`config.mk`:
```
export PLATFORM = sky130hd
export DESIGN_NAME = timing_loop_nco
export DESIGN_NICKNAME = d
export VERILOG_FILES = /design/src/rtl/timing_loop_nco.sv
export SDC_FILE = /design/constraint.sdc
export NUM_CORES = 1
export LEC_CHECK = 0
export ABC_CLOCK_PERIOD_IN_PS = 16400
export BUFFER_PORTS_ARGS = -buffer_cell sky130_fd_sc_hd__buf_4
export CELL_PAD_IN_SITES_DETAIL_PLACEMENT = 2
export CELL_PAD_IN_SITES_GLOBAL_PLACEMENT = 2
export CORE_ASPECT_RATIO = 1.1
export CORE_MARGIN = 1.5
export CORE_UTILIZATION = 43
export DETAILED_ROUTE_END_ITERATION = 7
export MAX_ROUTING_LAYER = met4
export PLACE_DENSITY_LB_ADDON = 0.05
export SLEW_MARGIN = 25
export SYNTH_ARGS = -nofsm -noshare
export SYNTH_HDL_FRONTEND = slang
export SYNTH_SLANG_ARGS = --single-unit
```
`constraint.sdc`:
```
create_clock -name clk -period 16.4 [get_ports clk]
set_input_delay 0.82 -clock clk [delete_from_list [all_inputs] [get_ports clk]]
set_output_delay 0.82 -clock clk [all_outputs]
set_load 0.02 [all_outputs]
```
`src/rtl/timing_loop_nco.sv`:
```
// PI loop filter plus phase-accumulator NCO closing the symbol-timing loop.
// Optional freeze input enabled by TIMING_LOOP_FREEZE_EN.
module timing_loop_nco #(
  parameter int SamplesPerSymbol = 4,
  parameter int ErrorLengthBits  = 25,
  parameter int PhaseLengthBits  = 32,
  parameter int KpShift          = 8,
  parameter int KiShift          = 16
) (
  input  logic                              clk,
  input  logic                              rst,
`ifdef TIMING_LOOP_FREEZE_EN
  input  logic                              freeze,
`endif
  input  logic signed [ErrorLengthBits-1:0] error,
  input  logic                              error_valid,
  output logic                              error_ready,
  input  logic                              sample_strobe,
  output logic                              trigger,
  output logic signed [PhaseLengthBits-1:0] control,
  output logic                              control_valid
);

  localparam int P = PhaseLengthBits;
  localparam int E = ErrorLengthBits;
  localparam int NomLsb = P - $clog2(SamplesPerSymbol);

  localparam logic [P-1:0] NOM =
    {{(P-1){1'b0}}, 1'b1} << NomLsb;
  localparam logic [P:0] HALF = {2'b00, NOM[P-1:1]};
  localparam logic signed [P:0] LIM_HI_W =
    $signed(HALF - {{P{1'b0}}, 1'b1});
  localparam logic signed [P:0] LIM_LO_W = -$signed(HALF);
  localparam logic signed [P-1:0] LIM_HI = LIM_HI_W[P-1:0];
  localparam logic signed [P-1:0] LIM_LO = LIM_LO_W[P-1:0];

  typedef enum logic [1:0] {
    IDLE,
    SCALE,
    UPDATE
  } state_e;

  state_e state_q, state_d;

  logic signed [E-1:0] err_q, err_d;
  logic signed [P-1:0] prop_q, prop_d;
  logic signed [P-1:0] inc_q, inc_d;
  logic signed [P-1:0] integ_q, integ_d;
  logic signed [P-1:0] ctrl_q, ctrl_d;
  logic                cvalid_q, cvalid_d;
  logic                ready_q, ready_d;
  logic [P-1:0]        phase_q;
  logic                trig_q;
  logic                frz;
  logic                accept;
  logic signed [P-1:0] err_ext;
  logic signed [P-1:0] prop_eff;
  logic [P:0]          nco_sum;

`ifdef TIMING_LOOP_FREEZE_EN
  assign frz = freeze;
`else
  assign frz = 1'b0;
`endif

  // Sums are formed one bit wide so saturation never sees a wrapped value.
  function automatic logic signed [P-1:0] sat_add(
    input logic signed [P-1:0] a,
    input logic signed [P-1:0] b
  );
    logic signed [P:0] s;
    s = $signed({a[P-1], a}) + $signed({b[P-1], b});
    if (s > LIM_HI_W)
      return LIM_HI;
    else if (s < LIM_LO_W)
      return LIM_LO;
    else
      return s[P-1:0];
  endfunction

  assign accept   = error_valid && ready_q;
  assign err_ext  = {{(P-E){err_q[E-1]}}, err_q};
  assign prop_eff = frz ? '0 : prop_q;

  always_comb begin
    state_d  = state_q;
    ready_d  = 1'b0;
    err_d    = err_q;
    prop_d   = prop_q;
    inc_d    = inc_q;
    integ_d  = integ_q;
    ctrl_d   = ctrl_q;
    cvalid_d = 1'b0;
    unique case (state_q)
      IDLE: begin
        if (accept) begin
          err_d   = error;
          state_d = SCALE;
        end else begin
          ready_d = 1'b1;
        end
      end
      SCALE: begin
        prop_d  = err_ext >>> KpShift;
        inc_d   = err_ext >>> KiShift;
        state_d = UPDATE;
      end
      UPDATE: begin
        integ_d  = frz ? integ_q : sat_add(integ_q, inc_q);
        ctrl_d   = sat_add(prop_eff, integ_d);
        cvalid_d = 1'b1;
        ready_d  = 1'b1;
        state_d  = IDLE;
      end
      default: begin
        state_d = IDLE;
      end
    endcase
  end

  always_ff @(posedge clk or negedge rst) begin
    if (!rst) begin
      state_q  <= IDLE;
      err_q    <= '0;
      prop_q   <= '0;
      inc_q    <= '0;
      integ_q  <= '0;
      ctrl_q   <= '0;
      cvalid_q <= 1'b0;
      ready_q  <= 1'b0;
    end else begin
      state_q  <= state_d;
      err_q    <= err_d;
      prop_q   <= prop_d;
      inc_q    <= inc_d;
      integ_q  <= integ_d;
      ctrl_q   <= ctrl_d;
      cvalid_q <= cvalid_d;
      ready_q  <= ready_d;
    end
  end

  // Step stays in [NOM/2, 3*NOM/2), so the unsigned P+1 sum cannot overflow.
  assign nco_sum = {1'b0, phase_q} + {1'b0, NOM}
                 + {ctrl_q[P-1], ctrl_q};

  always_ff @(posedge clk or negedge rst) begin
    if (!rst) begin
      phase_q <= '0;
      trig_q  <= 1'b0;
    end else if (sample_strobe) begin
      phase_q <= nco_sum[P-1:0];
      trig_q  <= nco_sum[P];
    end else begin
      trig_q  <= 1'b0;
    end
  end

  assign error_ready   = ready_q;
  assign trigger       = trig_q;
  assign control       = ctrl_q;
  assign control_valid = cvalid_q;

endmodule

```
# --- After elaboration in Yosys (flattened, before gate mapping) ---
# Cells that the tools add are included.
word_totals:
  reg_bits: 152
  input_bits: 29
  wordCells: 35
  output_inout_bits: 35
classes:
  n_reduce_logical: 3
  eq_ne: 3
  n_addsub: 4
  n_lt_le_gt_ge: 4
  mux: 11
op_table:
  columns: ["op", "n"]
  rows:
  - ["two-way mux 32 bit", 5]
  - ["greater-than comparator 33 x 30 -> 1 bit (second input constant)", 2]
  - ["< comparator 33 x 30 -> 1 bit (second input constant)", 2]
  - ["adder 17 x 32 -> 33 bit", 1]
  - ["adder 32 x 31 -> 33 bit (second input constant)", 1]
  - ["adder 32 x 9 -> 33 bit", 1]
  - ["adder 33 bit", 1]
  - ["case mux 2 bit (2 select lines)", 1]
  - ["two-way mux 1 bit", 3]
  - ["== test 2 x 1 -> 1 bit (second input constant)", 1]
  - ["== test 2 bit (second input constant)", 1]
  - ["zero test 2 bit", 1]
  - ["two-way mux 2 bit", 1]
  - ["!= test 2 bit (second input constant)", 1]
  - ["case mux 1 bit (2 select lines)", 1]
  - ["AND reduction 2 bit", 1]
  - ["logical AND 1 bit", 1]

# --- Longest topological paths before layout ---
depth:
  word_depth: 9
  mapped_depth: 28
  ltp_nobuf: 24

# --- Worst setup path after synthesis ---
# No wires, ideal clock.
synth_path:
  path_kind: "register to register"
  start: "reg, netlist name prop_eff[16]"
  end: "reg ctrl_q[20] (netlist: control[20])"
  stages_incl_launch_ff: 27
  t_arrival_ps: 6298
  setup_time_ps: 126
  setup_slack_ps: 9976
  t_required_ps: 16274
  path_buffers: 5
  synth_period_minus_slack_ps: 6424
  path_cell_list: "dfrtp_1 > ha_1 > buf_2 > a21oi_1 > o21ai_1 > a211o_1 > a221o_1 > a221oi_2 > xor2_2 > o211ai_2 > buf_6 > nand2_8 > buf_6 > nand2_1 > ha_1 > fa_1 > a211o_1 > a211oi_2 > o21bai_1 > a31o_2 > a221oi_4 > o21ai_1 > a21oi_2 > o22ai_1 > buf_6 > buf_6 > a221o_1"
synth_via:
  elab_chain_cells: 4
  elab_cells_between_ends: 5
  cone_classes: "add/sub: 1; order compare: 2; mux: 2"
synth_rtl:
  columns: ["element", "line", "source"]
  rows:
  - ["adder 17 x 32 -> 33 bit (*)", "72", "s = $signed({a[P-1], a}) + $signed({b[P-1], b});"]
  - ["< comparator 33 x 30 -> 1 bit", "75", "else if (s < LIM_LO_W)"]
  - ["two-way mux 32 bit", "75", null]
  - ["two-way mux 32 bit (*)", "73", "if (s > LIM_HI_W)"]
  - ["end signal: assignment", "137", "ctrl_q <= ctrl_d;"]
  - ["end: declaration", "49", "logic signed [P-1:0] ctrl_q, ctrl_d;"]
# Every way passes the cells marked *; elsewhere a longest branch is shown, timed or not.
# A chain may end at the register's enable or synchronous reset.

# --- Final worst setup path ---
layout_path:
  start: "reg, netlist name prop_eff[16]"
  end: "reg ctrl_q[9] (netlist: control[9])"
layout_via:
  elab_chain_cells: 4
  elab_cells_between_ends: 5
  cone_classes: "add/sub: 1; order compare: 2; mux: 2"
layout_rtl:
  columns: ["element", "line"]
  rows:
  - ["adder 17 x 32 -> 33 bit (*)", "72"]
  - ["< comparator 33 x 30 -> 1 bit", "75"]
  - ["two-way mux 32 bit", "75"]
  - ["two-way mux 32 bit (*)", "73"]
# Marked as above.

==> flow_metrics.env <==
export IMPL_yosysTopAreaCellShare_pct=31.33
export IMPL_drtPass1Iterations=5
export IMPL_synth_seq_cells=135
export IMPL_place_hpwl_um=24510
export IMPL_place_congestion=0.8466
export IMPL_numCtsBuffers=17
export IMPL_rsz0062_at_grt="false"
export IMPL_root_buffer="clkbuf_16"
export IMPL_ant_nets=0
export IMPL_initial_core_util_pct=43.93
export IMPL_cp_max_fo=41
export IMPL_finalSetupTns_ns=0
export IMPL_fp_dieH_um=169.1
export IMPL_layout_drive_gt1_share_pct=15.80
export IMPL_arrival_ns=7.93
export IMPL_tightest_slew_ns=0.8896
export IMPL_hold_viol_final=0
export IMPL_antenna_found_initial=1
export IMPL_post_drt_via_cell_ratio=6.091
export IMPL_yosys_warnings=0
export IMPL_synth_edf_count=0
export IMPL_h_tree_depth=4
export IMPL_syn_nets=1302
export IMPL_r2r_start="prop_eff[16]"
export IMPL_period_needed_ns=7.570
export IMPL_post_drt_wl_per_cell_um=22.02
export IMPL_slew_headroom_pct=40.69
export IMPL_final_common_cell="dfrtp_1"
export IMPL_drt_iter0_drc=362
export IMPL_worstSkewPairLatency_ns=0.44
export IMPL_nets=1336
export IMPL_grt_pass1_wl_um=54450
export IMPL_grt_max_degree=70
export IMPL_yosys_area_top_type="dfrtp_1"
export IMPL_io_pins=64
export IMPL_fin_util_pct=49.00
export IMPL_start_kind="flip-flop"
export IMPL_post_cts_buffers=0
export IMPL_clk_pin_slew_ns=0.08
export IMPL_ys_flop_type="dfrtp_1"
export IMPL_portBuffers=55
export IMPL_gr_total_overflow=0
export IMPL_r2r_end="control[9]"
export IMPL_synth_cell_type_count=74
export IMPL_maxSlewViolCount=0
export IMPL_die_w_um=154.0
export IMPL_clock_sinks=135
export IMPL_grt_pass1_vias=10108
export IMPL_synth_avg_cell_area_um2=9.435
export IMPL_layout_common_cells="dfrtp_1 (135), ha_1 (127), nand2_1 (114), a21oi_1 (83), mux2_2 (62)"
export IMPL_endpoint_kind="flip-flop"
export IMPL_synthCells=1143
export IMPL_timing_fmax_mhz=132.1
export IMPL_fin_skew_ns=0.01816
export IMPL_vias=9143
export IMPL_reg2reg_depth=21
export IMPL_hold_slack_ns=0.3796
export IMPL_outcome="completed"
export IMPL_core_mm2=0.02455
export IMPL_hp_class="in2async"
export IMPL_area_growth_pct=11.54
export IMPL_cts_resized=0
export IMPL_synth_area_mm2=0.01078
export IMPL_clock_path_buffers=2
export IMPL_cts_tree="built"
export IMPL_rows=60
export IMPL_fin_crit_sh_pct=46.16
export IMPL_rrSetupSlack_ns=8.83
export IMPL_synth_area_leaders="dfrtp_1 (31%), ha_1 (15%), mux2_2 (6.5%), xnor2_1 (4.2%), nand2_1 (4.0%)"
export IMPL_postCtsHoldBufs=0
export IMPL_ys_seq_area_share_pct=31.33
export IMPL_finalSetupViolCount=0
export IMPL_criticalPathCategory="reg2reg"
export IMPL_grt_total_usage_pct=27.18
export IMPL_ys_async_sr_fraction_pct=100.0
export IMPL_crit_required_ns=16.76
export IMPL_drt_total_wl_um=33060
export IMPL_drc=0
export IMPL_die_area_mm2=0.02604
export IMPL_cap_violations=0
routing by layer:
layer / GRT usage [%] / wire length, um / up-vias
met1: 33.26 / 14990 / 4669
met5: - / 0 / -
li1: - / - / 4338
met3: 3.661 / 698 / 37
met2: 47.37 / 16920 / 99
met4: 6.796 / 443 / 0
logic make-up after synthesis:
logic type | count (synthesis) | share of synthesized area, %
flip-flops | 135 | 31.33
buffers and inverters | 89 | 3.829
multiplexers | 64 | 6.660
adder cells (fa/ha/maj) | 130 | 15.29
AND/OR/NAND/NOR | 268 | 11.80
XOR/XNOR | 79 | 6.486
AO/OA/AOI/OAI | 378 | 24.61
area by class of cell:
| type | count | area (um^2) |
|---|---|---|
| clock buffers | 17 | 425.4 |
| well taps | 310 | 387.9 |
| clock inverters | 15 | 178.9 |
| multi-input cells | 919 | 7022 |
| flip-flops and latches | 135 | 3378 |
| repair buffers | 63 | 480.5 |
| diodes | 1 | 2.502 |
| fillers | 2630 | 12520 |
| inverters | 41 | 153.9 |
sequential cells by signal, summed over array words and instances (netlist names):
register       cells
integ_q           32
phase_q           32
trigger            1
control_valid      1
control           32
err_q             17
state_q            2
prop_eff          17
error_ready        1
how the worst max path moves through the flow:
stage / endpoint / depth (start not counted) / from / slack, ns
2_1_floorplan: control[20] / 26 / prop_eff[16] / 9.98
3_3_place_gp: control[0] / 21 / prop_eff[16] / 8.92
3_5_place_dp: control[12] / 21 / prop_eff[16] / 8.71
4_1_cts: control[9] / 21 / prop_eff[16] / 8.50
5_1_grt: control[19] / 21 / prop_eff[16] / 8.24
6_report: control[9] / 21 / prop_eff[16] / 8.83
per-stage QoR:
step | cell area (um^2) | setup slack [ns] | cells
6_report | 12030 | 8.830 | 1501
2_1_floorplan | 10780 | 9.976 | 1143
3_5_place_dp | 11410 | 8.709 | 1467
3_3_place_gp | 11400 | 8.922 | 1467
5_1_grt | 12030 | 8.242 | 1501
4_1_cts | 12020 | 8.500 | 1499
worst max-delay path, stage by stage, from the launching register on:
cell,delay [ns]
dfrtp_1,0.33
buf_4,0.45
ha_1,0.42
a21oi_2,0.25
o21ai_0,0.12
a221oi_1,0.45
o2111ai_1,0.27
and4_1,0.26
o21a_1,0.33
buf_4,0.28
a21oi_2,0.52
o21ai_0,0.42
fa_1,0.58
a211o_1,0.36
a211oi_2,0.26
o21bai_1,0.14
a31o_2,0.30
a221oi_4,0.28
o21a_1,0.20
o311ai_1,0.24
o22ai_4,0.66
a221o_1,0.29
cells in the mapped netlist (13+ instances only):
library cell  instances
a21o_1               37
a21oi_1              83
a221o_1              32
clkbuf_1             27
dfrtp_1             135
ha_1                127
inv_1                41
mux2_2               62
nand2_1             114
nand2b_1             13
nand3_1              22
nand4_1              13
nor2_1               47
o211ai_1             31
o21a_1               16
o21ai_0              55
o21ai_1              20
o21bai_1             15
xnor2_1              52
xor2_1               26
Power is left out: the tool's default activity adds up to more than one toggle a clock period on the data nets, which glitch-free logic cannot reach.
